**src/rtl/regfile_pkg.sv**
```systemverilog
`default_nettype none
// +--------------------------------------------------------------------------+
// | regfile_pkg                                                              |
// | Shared widths, the $zero address and arbiter state encoding.             |
// | Revision: 1.0                                                            |
// +--------------------------------------------------------------------------+
package regfile_pkg;
    localparam int DEF_DATA_W = 32;
    localparam int DEF_ADDR_W = 5;
    localparam logic [4:0] REG_ZERO = 5'd0;

    typedef enum logic [0:0] {
        NORMAL = 1'b0,
        FORCE1 = 1'b1
    } arb_state_t;
endpackage
`default_nettype wire

```
**src/rtl/arb_wait_counter.sv**
```systemverilog
`default_nettype none
// +--------------------------------------------------------------------------+
// | arb_wait_counter                                                         |
// | Saturating loss counter for the low-priority requester.                  |
// | Revision: 1.0                                                            |
// +--------------------------------------------------------------------------+
module arb_wait_counter #(
    parameter int MAX_WAIT = 4,
    parameter int CNT_W    = $clog2(MAX_WAIT + 1)
) (
    input  logic             clk,
    input  logic             rst,
    input  logic             i_inc,
    input  logic             i_clr,
    output logic [CNT_W-1:0] o_count,
    output logic             o_at_max
);
    logic [CNT_W-1:0] count_q;
    logic [CNT_W-1:0] count_d;

    assign o_at_max = (count_q == CNT_W'(MAX_WAIT));
    assign o_count  = count_q;

    // Clear dominates so a forced grant always restarts the count.
    always_comb begin
        count_d = count_q;
        if (i_clr) begin
            count_d = '0;
        end else if (i_inc && !o_at_max) begin
            count_d = count_q + 1'b1;
        end
    end

    always_ff @(posedge clk or posedge rst) begin
        if (rst) begin
            count_q <= '0;
        end else begin
            count_q <= count_d;
        end
    end
endmodule
`default_nettype wire

```
**src/rtl/regfile_write_arbiter.sv**
```systemverilog
`default_nettype none
// +--------------------------------------------------------------------------+
// | regfile_write_arbiter                                                    |
// | Shares the register-file write port between WB (req0) and the            |
// | multi-cycle unit (req1) with a starvation guard and WAW squash.          |
// | Revision: 1.0                                                            |
// +--------------------------------------------------------------------------+
module regfile_write_arbiter
    import regfile_pkg::*;
#(
    parameter int DATA_W   = DEF_DATA_W,
    parameter int ADDR_W   = DEF_ADDR_W,
    parameter int MAX_WAIT = 4
) (
    input  logic              clk,
    input  logic              rst,
    input  logic              req0Valid,
    input  logic [ADDR_W-1:0] req0Address,
    input  logic [DATA_W-1:0] req0Data,
    output logic              req0Ready,
    input  logic              req1Valid,
    input  logic [ADDR_W-1:0] req1Address,
    input  logic [DATA_W-1:0] req1Data,
    output logic              req1Ready,
    output logic              writeEn,
    output logic [ADDR_W-1:0] writeAddress,
    output logic [DATA_W-1:0] writeData,
    output logic              starveForce
);
    localparam int                CNT_W     = $clog2(MAX_WAIT + 1);
    localparam logic [ADDR_W-1:0] ZERO_ADDR = ADDR_W'(REG_ZERO);
    localparam logic [CNT_W-1:0]  PRE_MAX   = CNT_W'(MAX_WAIT - 1);

    arb_state_t        state_q, state_d;
    logic              write_en_q, write_en_d;
    logic [ADDR_W-1:0] write_addr_q, write_addr_d;
    logic [DATA_W-1:0] write_data_q, write_data_d;

    logic              w_squash;
    logic              w_ready0, w_ready1;
    logic              w_grant, w_sel1;
    logic              w_inc, w_clr;
    logic [CNT_W-1:0]  w_count;
    logic              w_at_max;
    logic [ADDR_W-1:0] w_addr;
    logic [DATA_W-1:0] w_data;

    arb_wait_counter #(
        .MAX_WAIT (MAX_WAIT),
        .CNT_W    (CNT_W)
    ) u_wait_counter (
        .clk      (clk),
        .rst      (rst),
        .i_inc    (w_inc),
        .i_clr    (w_clr),
        .o_count  (w_count),
        .o_at_max (w_at_max)
    );

    // req0 is younger, so an older req1 write to the same register is dead.
    assign w_squash = req0Valid && req1Valid && (req0Address == req1Address)
                      && (req0Address != ZERO_ADDR);

    always_comb begin
        w_ready0 = 1'b0;
        w_ready1 = 1'b0;
        w_grant  = 1'b0;
        w_sel1   = 1'b0;
        w_inc    = 1'b0;
        w_clr    = 1'b0;
        state_d  = state_q;
        if (!rst) begin
            case (state_q)
                NORMAL: begin
                    if (req0Valid) begin
                        w_ready0 = 1'b1;
                        w_grant  = 1'b1;
                        if (w_squash) begin
                            w_ready1 = 1'b1;
                            w_clr    = 1'b1;
                        end else if (req1Valid) begin
                            w_inc = 1'b1;
                        end
                    end else if (req1Valid) begin
                        w_ready1 = 1'b1;
                        w_grant  = 1'b1;
                        w_sel1   = 1'b1;
                        w_clr    = 1'b1;
                    end
                    if ((w_inc && (w_count == PRE_MAX)) || w_at_max) begin
                        state_d = FORCE1;
                    end
                end
                FORCE1: begin
                    w_clr   = 1'b1;
                    state_d = NORMAL;
                    if (req1Valid) begin
                        w_ready1 = 1'b1;
                        w_grant  = 1'b1;
                        w_sel1   = 1'b1;
                    end
                end
                default: state_d = NORMAL;
            endcase
        end
    end

    assign w_addr = w_sel1 ? req1Address : req0Address;
    assign w_data = w_sel1 ? req1Data : req0Data;

    // Address/data only move on a real write so they hold across idle cycles.
    always_comb begin
        write_en_d   = w_grant && (w_addr != ZERO_ADDR);
        write_addr_d = write_addr_q;
        write_data_d = write_data_q;
        if (write_en_d) begin
            write_addr_d = w_addr;
            write_data_d = w_data;
        end
    end

    always_ff @(posedge clk or posedge rst) begin
        if (rst) begin
            state_q      <= NORMAL;
            write_en_q   <= 1'b0;
            write_addr_q <= '0;
            write_data_q <= '0;
        end else begin
            state_q      <= state_d;
            write_en_q   <= write_en_d;
            write_addr_q <= write_addr_d;
            write_data_q <= write_data_d;
        end
    end

    assign req0Ready    = w_ready0;
    assign req1Ready    = w_ready1;
    assign writeEn      = write_en_q;
    assign writeAddress = write_addr_q;
    assign writeData    = write_data_q;
    assign starveForce  = (state_q == FORCE1);
endmodule
`default_nettype wire
```
**config.mk**
```make
export PLATFORM = sky130hd
export DESIGN_NAME = regfile_write_arbiter
export DESIGN_NICKNAME = d
export VERILOG_FILES = /design/src/rtl/regfile_pkg.sv /design/src/rtl/arb_wait_counter.sv /design/src/rtl/regfile_write_arbiter.sv
export SDC_FILE = /design/constraint.sdc
export NUM_CORES = 1
export LEC_CHECK = 0
export CAP_MARGIN = 10
export CORE_MARGIN = 3
export CORE_UTILIZATION = 60
export DETAILED_ROUTE_END_ITERATION = 8
export DONT_BUFFER_PORTS = 1
export PLACE_DENSITY = 0.73
export SYNTH_ARGS = -nofsm -noshare
export SYNTH_HDL_FRONTEND = slang
export SYNTH_SLANG_ARGS = --single-unit
export TNS_END_PERCENT = 20
```
**constraint.sdc**
```tcl
create_clock -name clk -period 3.6 [get_ports clk]
set_input_delay 0.72 -clock clk [delete_from_list [all_inputs] [get_ports clk]]
set_output_delay 0.72 -clock clk [all_outputs]
set_load 0.005 [all_outputs]
```
### Word-level counts from Yosys, hierarchy flattened

Cells that the tools add are included.
W data, S select, Z words.

* add/sub/neg operators: 1
* $mul: 0
* div/mod/pow operators: 0
* order comparisons: 0
* eq/ne operators: 3
* shifts and indexed selects: 0
* muxes and demuxes: 28
* bitwise logic cells: 1
* reductions and logical operators: 11

Operator list (number)
* $mux W32: 1
* $mux W1: 19
* $pmux W1 S2: 5
* $reduce_bool A5 Y1: 2
* $logic_and A1 B1 Y1: 6
* $mux W3: 2
* $eq A5 B5 Y1: 1
* $mux W5: 1
* $add A3 B1 Y3 const B: 1
* $eq A3 B2 Y1 const B: 1
* $eq A3 B3 Y1 const B: 1
* $reduce_bool A2 Y1: 1
* $logic_not A1 Y1: 1
* $logic_or A1 B1 Y1: 1
* $not A1 Y1: 1

* register bits after elaboration: 42
* latch bits: 0
* bits in writable memories: 0
* memory bits (read-only): 0
* bits of input ports: 78
* output and inout port bits: 41
* memories kept: 0

### Longest topological paths before layout

* word-level depth: 12
* depth in mapped cells: 6
* mapped depth without buffers: 6

### Modules after synthesis

From an unflattened synthesis, not the netlist that was laid out.

* cell total of the unflattened synthesis: 200
* area, all modules: 2446.1 um^2

By module, submodules not included
* regfile_write_arbiter: times used 1, cells an instance 181, area each 2249.7 um^2, sequential area each 975.9 um^2
* arb_wait_counter: times used 1, cells an instance 19, area each 196.4 um^2, sequential area each 75.1 um^2

### Worst setup path before layout

No wires, ideal clock.

* kind: input -> register
* start: input rst
* end: register write_addr_q[1], in the netlist writeAddress[1]
* library setup time: 0.125 ns
* arrival time: 3.225 ns
* data required time: 3.475 ns
* setup slack: 0.250 ns
* stages: 6
* buffers on the path: 2
* path through: clkbuf_8 > inv_1 > o21ai_1 > o32ai_4 > buf_6 > mux2_4

* longest elaborated chain between the ends: 4
* elaborated cells between the ends (all ways): 5
* classes of those cells: mux (3); reduce/logical (2)

Ends and longest elaborated chain
* start, declared: RTL line regfile_write_arbiter.sv:16 `input logic rst,`
* $mux W1: RTL line regfile_write_arbiter.sv:72 `if (!rst) begin`
* $mux W5: RTL line regfile_write_arbiter.sv:108 `assign w_addr = w_sel1 ? req1Address : req0Address;`
* $reduce_bool A5 Y1: RTL line regfile_write_arbiter.sv:113 `write_en_d = w_grant && (w_addr != ZERO_ADDR);`
* $logic_and A1 B1 Y1: RTL line regfile_write_arbiter.sv:113
* end signal, assigned: RTL line regfile_write_arbiter.sv:131 `write_addr_q <= write_addr_d;`
* end, declared: RTL line regfile_write_arbiter.sv:36 `logic [ADDR_W-1:0] write_addr_q, write_addr_d;`

Parallel ways exist; a longest one is shown, timed or not.
A chain may end at the register's enable or synchronous reset.

### Worst setup path in the final report

* start: input req0Address[2]
* end: output req1Ready

* longest elaborated chain between the ends: 7
* elaborated cells between the ends (all ways): 8
* classes of those cells: eq/ne (1); mux (4); reduce/logical (3)

Ends and longest elaborated chain
* start, declared: RTL line regfile_write_arbiter.sv:18 `input logic [ADDR_W-1:0] req0Address,`
* $eq A5 B5 Y1: RTL line regfile_write_arbiter.sv:61 `assign w_squash = req0Valid && req1Valid && (req0Address == req1Address)`
* $logic_and A1 B1 Y1: RTL line regfile_write_arbiter.sv:61
* $logic_and A1 B1 Y1 *: RTL line regfile_write_arbiter.sv:62 `&& (req0Address != ZERO_ADDR);`
* $mux W1 *: RTL line regfile_write_arbiter.sv:78 `if (w_squash) begin`
* $mux W1 *: RTL line regfile_write_arbiter.sv:75 `if (req0Valid) begin`
* $pmux W1 S2 *: RTL line regfile_write_arbiter.sv:73 `case (state_q)`
* $mux W1 *: RTL line regfile_write_arbiter.sv:72
* end, declared: RTL line regfile_write_arbiter.sv:24 `output logic req1Ready,`

Every way passes the cells marked *; elsewhere a longest branch is shown, timed or not.

==> results by group <==
Placement
  – Routability cong.: 1.056
  – Detailed placement HPWL: 3803 µm
  – Count of input and output buffers: 0
  – Worst slack after detailed placement: 0.8982 ns

Timing
  – Setup TNS Final: 0 ns
  – Skew final: 0.006971 ns
  – Count of endpoints failing setup in the final report: 0
  – Minimum setup slack in the final design: 0.8596 ns
  – Worst relative slew slack: 45.92%
  – Fin crit period: 2.740 ns
  – Setup repair after global routing missed its margin: no
  – Worst Max-Slew Pin Slew: 0.8084 ns
  – Hold_ws: 0.4477 ns
  – Total count of max-transition violations in the final report: 0
  – Final Hold Vio Count: 0
  – Period utilization: 76.12%
  – Maximum frequency from static timing analysis: 364.9 MHz

Detailed routing
  – Number of vias after detailed routing: 1,498
  – DRC viols: 0
  – Number of routed nets with antenna violations: 0
  – WL final: 4989 µm
  – TritonRoute pass-1 iters: 4
  – Routed len/inst: 21.69 µm
  – Count of routing violations after the opening detailed-route iteration: 86
  – Avg Vias per Cell: 6.513

GRT
  – Total GRT Usage: 20.53%
  – Vias in the first global route: 1,512
  – Total global routing overflow: 0
  – Maximum number of pins on one net before global-route repair: 43
  – Initial antenna violation count: 0
  – First-pass GRT wire length: 8121 µm

Final layout
  – Count of nets after finishing: 262
  – Share of final-layout standard cells stronger than drive strength 1: 48.90%
  – Number of antenna cells inserted: 0
  – Growth of design area from synthesis to finish: 5.867%
  – End-of-flow core utilization: 68.35%

Pwr
  – Total power after layout: 1.643 mW
  – Total leakage power: 1.132 nW
  – Areal power density over the cells: 632.9 mW/mm²
  – Maximum ir drop on the vdd rail: 0.0003319 V

Worst setup path
  – Worst r2r src: starveForce
  – Critical Path AT: 2.02 ns
  – Worst setup path category: primary input to primary output
  – Max Fanout on Critical Path: 6
  – Nature of the critical path endpoint: primary output
  – Critical path destination: req1Ready
  – Setup slack of the most critical reg-to-reg path: 1.39 ns
  – Length in cells of the worst reg-to-reg path: 4
  – Data required time at the worst endpoint: 2.88 ns
  – Critical Path Source: req0Address[2]
  – Capture point of the worst reg-to-reg path: writeData[27]
  – Crit path launch type: primary input

Yosys
  – Number of register bits inferred by synthesis: 42
  – Fraction of registers with async set/reset: 100.0%
  – Ys flop type: sky130_fd_sc_hd__dfrtp_1
  – Netlist area before placement: 0.002452 mm²
  – Synth Instances: 178
  – Yosys warnings: 0
  – Part of the Yosys area used for sequential elements: 42.86%
  – Number of synthesized flops with an enable pin: 0
  – Count of cell types in the netlist: 44
  – Post-Synthesis Mean Instance Area: 13.78 µm²
  – Synthesized Nets: 259

Floorplan
  – Area of the core region: 0.003799 mm²
  – Initial cell density of the core: 64.56%
  – Die X: 69.93 µm
  – Die Ht: 69.93 µm
  – Die outline area: 0.004890 mm²
  – Num ports: 119
  – Cell row count: 22

Flow run
  – Max capacitance violation total: 0

CTS
  – Hold buffer count at cts: 0
  – Max H-tree Level: 2
  – CTS-repair resized insts: 0
  – Clock Path Buffers: 2
  – Total number of clock tree sinks: 42
  – Setup repair bufs after CTS: 0
  – Clk Tree Root Cell: sky130_fd_sc_hd__clkbuf_8
  – Clock tree from TritonCTS: built
  – Clock transition at the register clock pins on the worst setup and hold paths after CTS: 0.08 ns
  – CTS Buf Count: 5
  – Clock network latency to the later pin of the worst-skew pair: 0.28 ns

Outcome
  – Result of the run: completed

Min path
  – Path type of the worst min-delay path: primary input to asynchronous set/reset pin
per-layer routing:
layer / global-route usage [%] / vias to the layer above / routed length [µm]
met5: 0 / - / 0
met2: 34.94 / 104 / 2509
met4: 4.043 / 0 / 24
met3: 8.633 / 2 / 564
li1: - / 663 / -
met1: 24.39 / 729 / 1891
worst min path at each step:
stage | startpoint | end | slack [ns] | cells after the start
after global placement | writeData[28] | writeData[28] | 0.53 | 1
final | rst | u_wait_counter.o_count[0] | 0.45 | 2
after CTS | rst | u_wait_counter.o_count[0] | 0.47 | 2
after floorplan | writeData[10] | writeData[10] | 0.51 | 1
after detailed placement | writeData[6] | writeData[6] | 0.53 | 1
after global routing | rst | u_wait_counter.o_count[0] | 0.48 | 2
power by group:
group	switching, mW	internal [mW]	total [mW]
clock	0.161	0.278	0.439
combinational	0.170	0.276	0.446
sequential	0.138	0.620	0.758
through the flow:
stage / cell area [µm²] / cells
after global placement: 2459 / 222
after floorplan: 2452 / 178
after global routing: 2596 / 230
after detailed placement: 2459 / 222
final: 2596 / 230
after CTS: 2596 / 230
worst max-delay path, stage by stage:
cell	delay (ns)
sky130_fd_sc_hd__or4_4	0.52
sky130_fd_sc_hd__a21oi_1	0.38
sky130_fd_sc_hd__o31ai_1	0.21
sky130_fd_sc_hd__nor2b_1	0.18
cells in the final DEF, fill, tap and decap left out, types with 2 or more instances in the layout:
cell and count:
sky130_fd_sc_hd__a211o_1 2, sky130_fd_sc_hd__a31oi_1 2, sky130_fd_sc_hd__and2_1 3, sky130_fd_sc_hd__buf_4 3, sky130_fd_sc_hd__bufinv_16 2, sky130_fd_sc_hd__clkbuf_8 5
sky130_fd_sc_hd__dfrtp_1 42, sky130_fd_sc_hd__ha_1 3, sky130_fd_sc_hd__inv_1 5, sky130_fd_sc_hd__mux2_2 42, sky130_fd_sc_hd__mux2_4 28, sky130_fd_sc_hd__nand2_1 2
sky130_fd_sc_hd__nor2_1 4, sky130_fd_sc_hd__nor3_1 3, sky130_fd_sc_hd__o22ai_1 2, sky130_fd_sc_hd__o31ai_1 2, sky130_fd_sc_hd__xnor2_1 4
cells in the mapped netlist, drive strengths merged, types with 2 or more instances:
library cell,number,area (µm²)
nor3,3,15.01
and2,3,18.77
o21ai,2,10.00
or4,2,18.77
xnor2,4,35.03
mux2,70,893.3
a211o,2,17.52
a31oi,2,12.51
dfrtp,42,1051
ha,3,37.54
o31ai,2,15.01
nor2,4,15.01
a21oi,2,13.76
nand2,3,13.77
inv,6,22.52
nor2b,2,15.02
buf,5,50.04
o22ai,2,12.51
cell families (layout without fill, tap and decap cells):
group | count (synthesis) | count (layout) | synth area share [%]
AOI/OAI and AO/OA | 21 | 21 | 7.194
adders and majority gates | 3 | 3 | 1.531
muxes | 71 | 71 | 36.84
xor gates and xnor gates | 4 | 4 | 1.428
DFF | 42 | 42 | 42.86
and+or+nand+nor | 24 | 24 | 6.124
buffers and inverters | 13 | 17 | 4.030
sequential cells by signal, summed over array words and instances, names as in the netlist:
name and flops:
starveForce 1, writeAddress 5, writeData 32, writeEn 1
u_wait_counter.o_count 3
area by class of cell:
type,count,area (µm²)
Tap cell,48,60.06
Multi-Input combinational cell,123,1303
Inverter,6,22.52
Sequential cell,42,1051
Fill cell,261,1202
Clock inverter,3,68.82
Timing Repair Buffer,3,22.52
Clock buffer,5,68.82
Note: power is estimated with default switching activity, not from simulation.
